$ cat src/rtl/cpu_registers.sv
// 6502-style register file: A/X/Y/SP/PC, address latches, flags and store-data mux.
// Registered updates on rising clk (sync active-high reset, stall freezes all state); data is combinational.
module cpu_registers (
    input  logic        clk,
    input  logic        rst,
    input  logic [7:0]  dest_sel,
    input  logic [7:0]  pc_sel,
    input  logic [7:0]  sp_sel,
    input  logic [7:0]  ld_sel,
    input  logic [7:0]  st_sel,
    input  logic [7:0]  int_sel,
    input  logic        clr_adh,
    input  logic        clr_bah,
    input  logic [7:0]  alu_out,
    input  logic [7:0]  next_status,
    input  logic        stall,
    output logic [7:0]  data,
    output logic [7:0]  a,
    output logic [7:0]  x,
    output logic [7:0]  y,
    output logic [7:0]  ir,
    output logic [7:0]  imm,
    output logic [7:0]  adv,
    output logic [7:0]  bav,
    output logic [7:0]  offset,
    output logic [7:0]  sp,
    output logic [15:0] pc,
    output logic [15:0] ad,
    output logic [15:0] ba,
    output logic        n,
    output logic        z,
    output logic        v,
    output logic        c,
    output logic        b,
    output logic        d,
    output logic        i,
    output logic [7:0]  status
);

    logic [7:0]  r_a, r_x, r_y, r_ir, r_imm, r_adv, r_bav, r_offset, r_sp, r_status;
    logic [15:0] r_pc, r_ad, r_ba;

    logic [15:0] w_pc_next, w_ad_next, w_ba_next;
    logic [7:0]  w_sp_next;
    logic        w_flags_ld;

    always_comb begin
        w_pc_next = r_pc;
        case (pc_sel)
            8'd1:    w_pc_next = r_ad;
            8'd2:    w_pc_next = r_ad + 16'd1;
            8'd3:    w_pc_next = r_pc + 16'd1;
            8'd5:    w_pc_next = {alu_out, r_adv};
            8'd6:    w_pc_next = {r_bav, r_adv};
            8'd7:    w_pc_next = r_ad + {8'h00, r_bav};
            8'd8:    w_pc_next = 16'h0000;
            8'd11:   w_pc_next = {r_ir, r_imm};
            8'd12:   w_pc_next = {r_adv, r_imm};
            8'd13: begin
                case (int_sel)
                    8'd0:    w_pc_next = 16'hFFFA;
                    8'd1:    w_pc_next = 16'hFFFC;
                    default: w_pc_next = 16'hFFFE;
                endcase
            end
            8'd14:   w_pc_next = r_pc + {{8{r_offset[7]}}, r_offset};
            default: w_pc_next = r_pc;
        endcase
    end

    // SP sources in priority order: datapath write, explicit sp_sel, then pc_sel=4 increment.
    always_comb begin
        w_sp_next = r_sp;
        if (dest_sel == 8'd4)
            w_sp_next = alu_out;
        else if (sp_sel == 8'd1)
            w_sp_next = r_sp + 8'd1;
        else if (sp_sel == 8'd2)
            w_sp_next = r_sp - 8'd1;
        else if (pc_sel == 8'd4)
            w_sp_next = r_sp + 8'd1;
    end

    // High-byte clears win over a same-cycle byte load.
    always_comb begin
        w_ad_next[7:0]  = (ld_sel == 8'd3) ? alu_out : r_ad[7:0];
        w_ad_next[15:8] = (clr_adh || pc_sel == 8'd9) ? 8'h00 :
                          (ld_sel == 8'd4) ? alu_out : r_ad[15:8];
        w_ba_next[7:0]  = (ld_sel == 8'd5) ? alu_out : r_ba[7:0];
        w_ba_next[15:8] = (clr_bah || pc_sel == 8'd10) ? 8'h00 :
                          (ld_sel == 8'd6) ? alu_out : r_ba[15:8];
    end

    assign w_flags_ld = (dest_sel == 8'd1) || (dest_sel == 8'd2) ||
                        (dest_sel == 8'd3) || (dest_sel == 8'd5);

    always_ff @(posedge clk) begin
        if (rst) begin
            r_pc     <= 16'h0000;
            r_ad     <= 16'h0000;
            r_ba     <= 16'h0000;
            r_a      <= 8'h00;
            r_x      <= 8'h00;
            r_y      <= 8'h00;
            r_ir     <= 8'h00;
            r_imm    <= 8'h00;
            r_adv    <= 8'h00;
            r_bav    <= 8'h00;
            r_offset <= 8'h00;
            r_sp     <= 8'hFD;
            r_status <= 8'h24;
        end else if (!stall) begin
            r_pc <= w_pc_next;
            r_sp <= w_sp_next;
            r_ad <= w_ad_next;
            r_ba <= w_ba_next;
            if (dest_sel == 8'd1) r_a <= alu_out;
            if (dest_sel == 8'd2) r_x <= alu_out;
            if (dest_sel == 8'd3) r_y <= alu_out;
            if (w_flags_ld) r_status <= next_status | 8'h20;
            if (ld_sel == 8'd1) r_ir     <= alu_out;
            if (ld_sel == 8'd2) r_imm    <= alu_out;
            if (ld_sel == 8'd7) r_adv    <= alu_out;
            if (ld_sel == 8'd8) r_bav    <= alu_out;
            if (ld_sel == 8'd9) r_offset <= alu_out;
        end
    end

    always_comb begin
        case (st_sel)
            8'd1:    data = r_a;
            8'd2:    data = r_x;
            8'd3:    data = r_y;
            8'd4:    data = r_pc[7:0];
            8'd5:    data = r_pc[15:8];
            8'd6:    data = r_status | 8'h30;
            8'd7:    data = r_status & 8'hEF;
            default: data = 8'h00;
        endcase
    end

    assign a      = r_a;
    assign x      = r_x;
    assign y      = r_y;
    assign ir     = r_ir;
    assign imm    = r_imm;
    assign adv    = r_adv;
    assign bav    = r_bav;
    assign offset = r_offset;
    assign sp     = r_sp;
    assign pc     = r_pc;
    assign ad     = r_ad;
    assign ba     = r_ba;
    assign status = r_status;
    assign n      = r_status[7];
    assign v      = r_status[6];
    assign b      = r_status[4];
    assign d      = r_status[3];
    assign i      = r_status[2];
    assign z      = r_status[1];
    assign c      = r_status[0];

endmodule

$ cat config.mk
export PLATFORM = sky130hd
export DESIGN_NAME = cpu_registers
export DESIGN_NICKNAME = d
export VERILOG_FILES = /design/src/rtl/cpu_registers.sv
export SDC_FILE = /design/constraint.sdc
export NUM_CORES = 1
export LEC_CHECK = 0
export ABC_AREA = 1
export CORE_ASPECT_RATIO = 1.2
export CORE_MARGIN = 4
export CORE_UTILIZATION = 30
export DETAILED_ROUTE_END_ITERATION = 6
export HOLD_SLACK_MARGIN = 0.1
export PLACE_DENSITY = 0.56
export REMOVE_ABC_BUFFERS = 1
export SLEW_MARGIN = 20
export SYNTH_ARGS = -nofsm -noshare
export SYNTH_HDL_FRONTEND = slang
export SYNTH_SLANG_ARGS = --single-unit
$ cat constraint.sdc
create_clock -name clk -period 4.1 [get_ports clk]
set_clock_uncertainty 0.1 [all_clocks]
set_input_delay 0.82 -clock clk [delete_from_list [all_inputs] [get_ports clk]]
set_output_delay 0.82 -clock clk [all_outputs]
set_load 0.03 [all_outputs]
# Yosys cells after proc, flatten, opt, wreduce, memory -nomap -nowiden
# Index checks and enable logic that the tools add are counted.
word_totals:
  reg_bits: 127
  in_bits: 69
  out_inout_bits: 143
  wordCells: 96
op_classes:
  n_addsub: 6
  eq_ne: 38
  n_mux: 11
  bitwise: 1
  reduce_logical: 25
ops:
  columns: ["cell", "n"]
  rows:
  - ["case mux 16 bit (11 select lines)", 1]
  - ["== test 8 x 3 -> 1 bit, second input constant", 14]
  - ["== test 8 x 2 -> 1 bit, second input constant", 9]
  - ["== test 8 x 4 -> 1 bit, second input constant", 9]
  - ["two-way mux 8 bit", 8]
  - ["case mux 8 bit (7 select lines)", 1]
  - ["== test 8 x 1 -> 1 bit, second input constant", 6]
  - ["adder 16 x 1 -> 16 bit, second input constant", 2]
  - ["AND reduction 2 bit", 15]
  - ["adder 16 bit", 1]
  - ["adder 16 x 8 -> 16 bit", 1]
  - ["nonzero test 11 bit", 1]
  - ["adder 8 x 1 -> 8 bit, second input constant", 1]
  - ["logical NOT 8 bit", 1]
  - ["subtractor 8 x 1 -> 8 bit, second input constant", 1]
  - ["case mux 3 bit (2 select lines)", 1]
  - ["logical OR 1 bit", 5]
  - ["nonzero test 2 bit", 2]
  - ["nonzero test 4 bit", 1]
  - ["NOT 1 bit", 1]

# Logic depth before layout (Yosys ltp)
logic_depth:
  word_depth: 5
  mapped_depth: 21

# Least setup slack after synthesis
# Ideal clock, no wire load.
synth_path:
  path_type: "input -> register"
  start: "input pc_sel[6]"
  end: "register r_pc[6], in the netlist pc[6]"
  setup_time_ns: 0.132
  arrival_ns: 3.285
  slack_ns: 0.583
  path_stages: 20
  path_buffers: 0
  path_cell_list: "inv_1 > nand2_1 > nor2_4 > nand2_1 > nor2_1 > inv_1 > or2_2 > ha_1 > fa_1 > nand3_1 > nand2_1 > nand2_1 > nand2_1 > nand2_1 > nand2_1 > o21ai_0 > a21oi_1 > nor3_1 > a21o_1 > a21oi_1"
synth_via:
  elab_chain_len: 3
  elab_cells_between_ends: 14
  classes_between: "eq/ne: 11; mux: 1; reduce/logical: 2"
synth_rtl:
  columns: ["element", "line", "text"]
  rows:
  - ["start: declaration", "7", "input logic [7:0] pc_sel,"]
  - ["== test 8 x 4 -> 1 bit (tied with other cells)", "49", "case (pc_sel)"]
  - ["nonzero test 11 bit (no source line)", null, null]
  - ["AND reduction 2 bit (no source line)", null, null]
  - ["end signal: assignment", "113", "r_pc <= w_pc_next;"]
  - ["end: declaration", "41", "logic [15:0] r_pc, r_ad, r_ba;"]
# Several ways; a longest one is shown, not always the timed one.
# A chain may end at the register's enable or synchronous reset.

# Worst setup path after layout
layout_path:
  start: "input st_sel[5]"
  end: "output data[7]"
layout_via:
  elab_chain_len: 2
  elab_cells_between_ends: 8
  classes_between: "eq/ne: 7; mux: 1"
layout_rtl:
  columns: ["element", "line", "text"]
  rows:
  - ["start: declaration", "10", "input logic [7:0] st_sel,"]
  - ["== test 8 x 3 -> 1 bit (tied with other cells)", "130", "case (st_sel)"]
  - ["case mux 8 bit (7 select lines) (*)", "130", null]
  - ["end: declaration", "17", "output logic [7:0] data,"]
# Mark *: on every way between the ends. The rest lies on a longest branch, timed or not.

==> run summary <==
The flow ran to the end, and the final reports show no timing, DRC or antenna violations. The type of destination of the critical path is an output pin. The count of nets left with antenna violations after detail routing is 0.

Counting along the longest clock path gives a buffer depth of 2. The clock input transition at the sequential cells of the worst setup and hold paths works out to 0.06 ns. The tools report the number of global-route vias before repair as 8354. The logs give 0.414 ns for the worst setup slack after layout and 1116 for the post-synthesis cell count. The leakage power summed over all cells came out at 4.29 nW. The end point of the critical path was data[7]. The core area is 24700 um^2. The first-pass GRT wire length was 48300 um; the number of hold-slack violations in the final timing report was 0.

Power spread over the standard cell area amounts to 285 nW/um^2. Dividing the final minimum period by the clock period gives 89.9%. The tool flagged a number of max-cap violations equal to 0.

The H-tree generated during clock tree synthesis spans 4 levels. Setup repair after global routing left no endpoint under its margin. The top-area cell type share of the netlist area was 33.9%; the ratio of routed vias to standard cells was 5.16. TritonCTS built the clock tree. The worst hold path belongs to the class flop to flop. For this block, the routed nets add up to 31800 um of wire.

The worst setup path is launched from a primary input. The x dimension of the die is 152 um, and the number of pins with negative max-slew slack in the final report is 0. Startpoint of the lowest-slack register-to-register path: bav[0]$_SDFFE_PP0P_. The congestion estimate from routability-driven global placement came to 0.920.

The count of boundary I/O pins was 212. The tools report the number of buffers created by CTS as 17. The area growth from synthesis to layout is 42.1%. Met2 capacity usage during global routing: 39.6%. The logs give 0.43 ns for the later-pin clock latency in the skew report and 0 for the post-CTS repair timing setup buffer count. The logs give 0.0380 ns for the worst slack at placement and 4.22% for the global routing usage on met3. The most used flip-flop cell after synthesis is sky130_fd_sc_hd__dfxtp_1. The final-report setup violation count is 0. At the worst endpoint, the required time is 3.18 ns. Before antenna repair, the detailed router went through 7 iterations.

In this run, synthesis inferred 0 flip-flops with an integrated enable. In this run the worst setup path begins at st_sel[5]. Classification of the worst setup path: primary input to output pin. Yosys attributes the largest share of cell area to sky130_fd_sc_hd__dfxtp_1 (34%), sky130_fd_sc_hd__a21oi_1 (10%), sky130_fd_sc_hd__nand2_1 (10%), sky130_fd_sc_hd__o21ai_0 (8.3%), sky130_fd_sc_hd__inv_1 (6.0%). Synthesis inferred 127 register bits. The logs give 22.4% for the global router's overall resource usage and 27.1% for the routing usage on met1. The worst reg-to-reg setup slack came out at 1.48 ns. The most numerous cell in the Yosys netlist is sky130_fd_sc_hd__nand2_1.

The final worst hold slack was 0.374 ns. The number of port buffers works out to 209. The tools report the final cell count without fillers as 1676. The global-route congestion overflow total was 0; the largest fanout of any net on the critical path was 6. Of the synthesized area, sequential elements account for 33.9%. Data arrives at the worst endpoint at 2.77 ns.

A synthesized cell averages 6.73 um^2. The via count is 8649, and the number of cells on the worst reg-to-reg path is 15. 0 antenna diodes ended up in the layout. For the number of hold buffers added after CTS, the log shows 0. The worst pin sits at a relative slew slack of 40.3%. The post-CTS resize count was 0.

The initialized floorplan defines 63 standard-cell rows. After routing, the total negative slack on setup checks comes to 0 ns. For this configuration, the core starts out at a cell density of 30.4%. By count the netlist is led by sky130_fd_sc_hd__nand2_1 (202), sky130_fd_sc_hd__a21oi_1 (153), sky130_fd_sc_hd__dfxtp_1 (127), sky130_fd_sc_hd__o21ai_0 (125), sky130_fd_sc_hd__inv_1 (119). The cell sitting at the root of the clock tree is a sky130_fd_sc_hd__clkbuf_16. The logs give 51 for the pin count of the biggest net entering global routing and 0 for the initial antenna violation count. In this run the cell area of the synthesized design comes to 7510 um^2. The die covers 27600 um^2. During synthesis, Yosys emitted a total of 0 warnings. In the synthesized netlist the async set-or-reset flop fraction comes to 0%.

For the number of clock sinks, the log shows 127. In this run the vertical extent of the chip is 181 um. Dividing the detail-routed wire length by the instance count gives 19.0 um.

Synthesis instantiated 54 different standard cells from the library. For the peak supply drop, the log shows 0.284 mV. For this run, design rule violations remaining after detail routing come to 0. Reg-to-reg critical path endpoint: pc[14]$_SDFFE_PP0P_.

The final period demand of the worst path is 3.69 ns, and the starting DRC count in detailed routing is 499. The placed wire-length estimate after detailed placement was 24500 um. In the final layout, the share of cells above drive strength 1 is 8.14%.

The run gives 1429 as the final layout net count. Global routing's busiest layer: met2. At the pin with the least slew margin, the transition time is 0.892 ns. Highest clock frequency the design can meet: 271 MHz. Most area-hungry cell type in the Yosys netlist: sky130_fd_sc_hd__dfxtp_1. Once placement completed, the tool counted placed cells totaling 1644.
## critical path, stage by stage
cell and delay (ns):
sky130_fd_sc_hd__clkdlybuf4s50_1 0.40, sky130_fd_sc_hd__nor4_1 0.36, sky130_fd_sc_hd__inv_1 0.09, sky130_fd_sc_hd__nor2_1 0.09, sky130_fd_sc_hd__inv_1 0.07, sky130_fd_sc_hd__nor3_1 0.22, sky130_fd_sc_hd__buf_4 0.21, sky130_fd_sc_hd__a22o_1 0.13
sky130_fd_sc_hd__a21oi_1 0.07, sky130_fd_sc_hd__o2111ai_1 0.15, sky130_fd_sc_hd__buf_12 0.17
## worst min path at each step
stage / start / slack (ns) / to / cells after the start
6_report: offset[3]$_SDFFE_PP0P_ / 0.37 / offset[3]$_SDFFE_PP0P_ / 2
5_1_grt: offset[4]$_SDFFE_PP0P_ / 0.40 / offset[4]$_SDFFE_PP0P_ / 2
4_1_cts: offset[3]$_SDFFE_PP0P_ / 0.38 / offset[3]$_SDFFE_PP0P_ / 2
3_5_place_dp: offset[3]$_SDFFE_PP0P_ / 0.37 / offset[3]$_SDFFE_PP0P_ / 2
3_3_place_gp: offset[3]$_SDFFE_PP0P_ / 0.36 / offset[3]$_SDFFE_PP0P_ / 2
2_1_floorplan: offset[0]$_SDFFE_PP0P_ / 0.48 / offset[0]$_SDFFE_PP0P_ / 2
## cell usage in the layout, fill, tap and decap left out, drive strengths merged, types with 10 or more instances in the layout
cell type	netlist	final
a21oi	154	154
a22oi	13	13
buf	23	43
clkbuf	18	20
clkdlybuf4s50	0	201
clkinv	10	16
dfxtp	127	127
ha	20	20
inv	123	125
nand2	214	214
nand3	53	53
nand4	23	23
nor2	108	108
nor3	15	15
o211ai	10	10
o21ai	126	126
or2	10	10
## power breakdown
| part | internal, mW | leakage, nW | switching (mW) |
|---|---|---|---|
| sequential | 1.24 | 1.02 | 0.00536 |
| clock | 0.962 | 0.289 | 0.612 |
| combinational | 0.0951 | 2.97 | 0.128 |
| total | 2.29 | 4.29 | 0.746 |
## cell families after synthesis
| kind of cell | Yosys count | share of synthesized area [%] |
|---|---|---|
| adder cells (fa/ha/maj) | 22 | 3.87 |
| other | 1 | 0.0500 |
| flip-flops | 127 | 33.9 |
| XOR/XNOR | 8 | 0.933 |
| buffers and inverters | 174 | 9.53 |
| AO/OA/AOI/OAI | 349 | 26.1 |
| AND/OR/NAND/NOR | 434 | 25.6 |
| multiplexers | 1 | 0.133 |
## metal layers
layer	vias up	share of wire [%]	wire length, um
li1	4259	-	-
met1	4054	42	13400
met2	275	50	15800
met3	61	5.0	1590
met4	0	3.3	1060
met5	-	0	0
## metrics by stage
| step | power [mW] | instance area, um^2 | utilization [%] |
|---|---|---|---|
| finish | 3.04 | 10700 | 43.2 |
| global route | 3.13 | 10700 | 43.2 |
| CTS | 3.06 | 10700 | 43.2 |
| detailed placement | 1.49 | 10100 | 40.8 |
| global placement | 1.49 | 10100 | 40.8 |
| floorplan | 1.35 | 7290 | - |
## final cells by class
class | instances | area, um^2
clock buffer | 20 | 437
clock inverter | 12 | 160
fill | 2569 | 14000
inverter | 133 | 500
multi-input combinational | 815 | 4250
sequential | 127 | 2540
tap | 325 | 407
timing repair buffer | 244 | 2370
No activity file was read; power rests on OpenSTA's default activity.
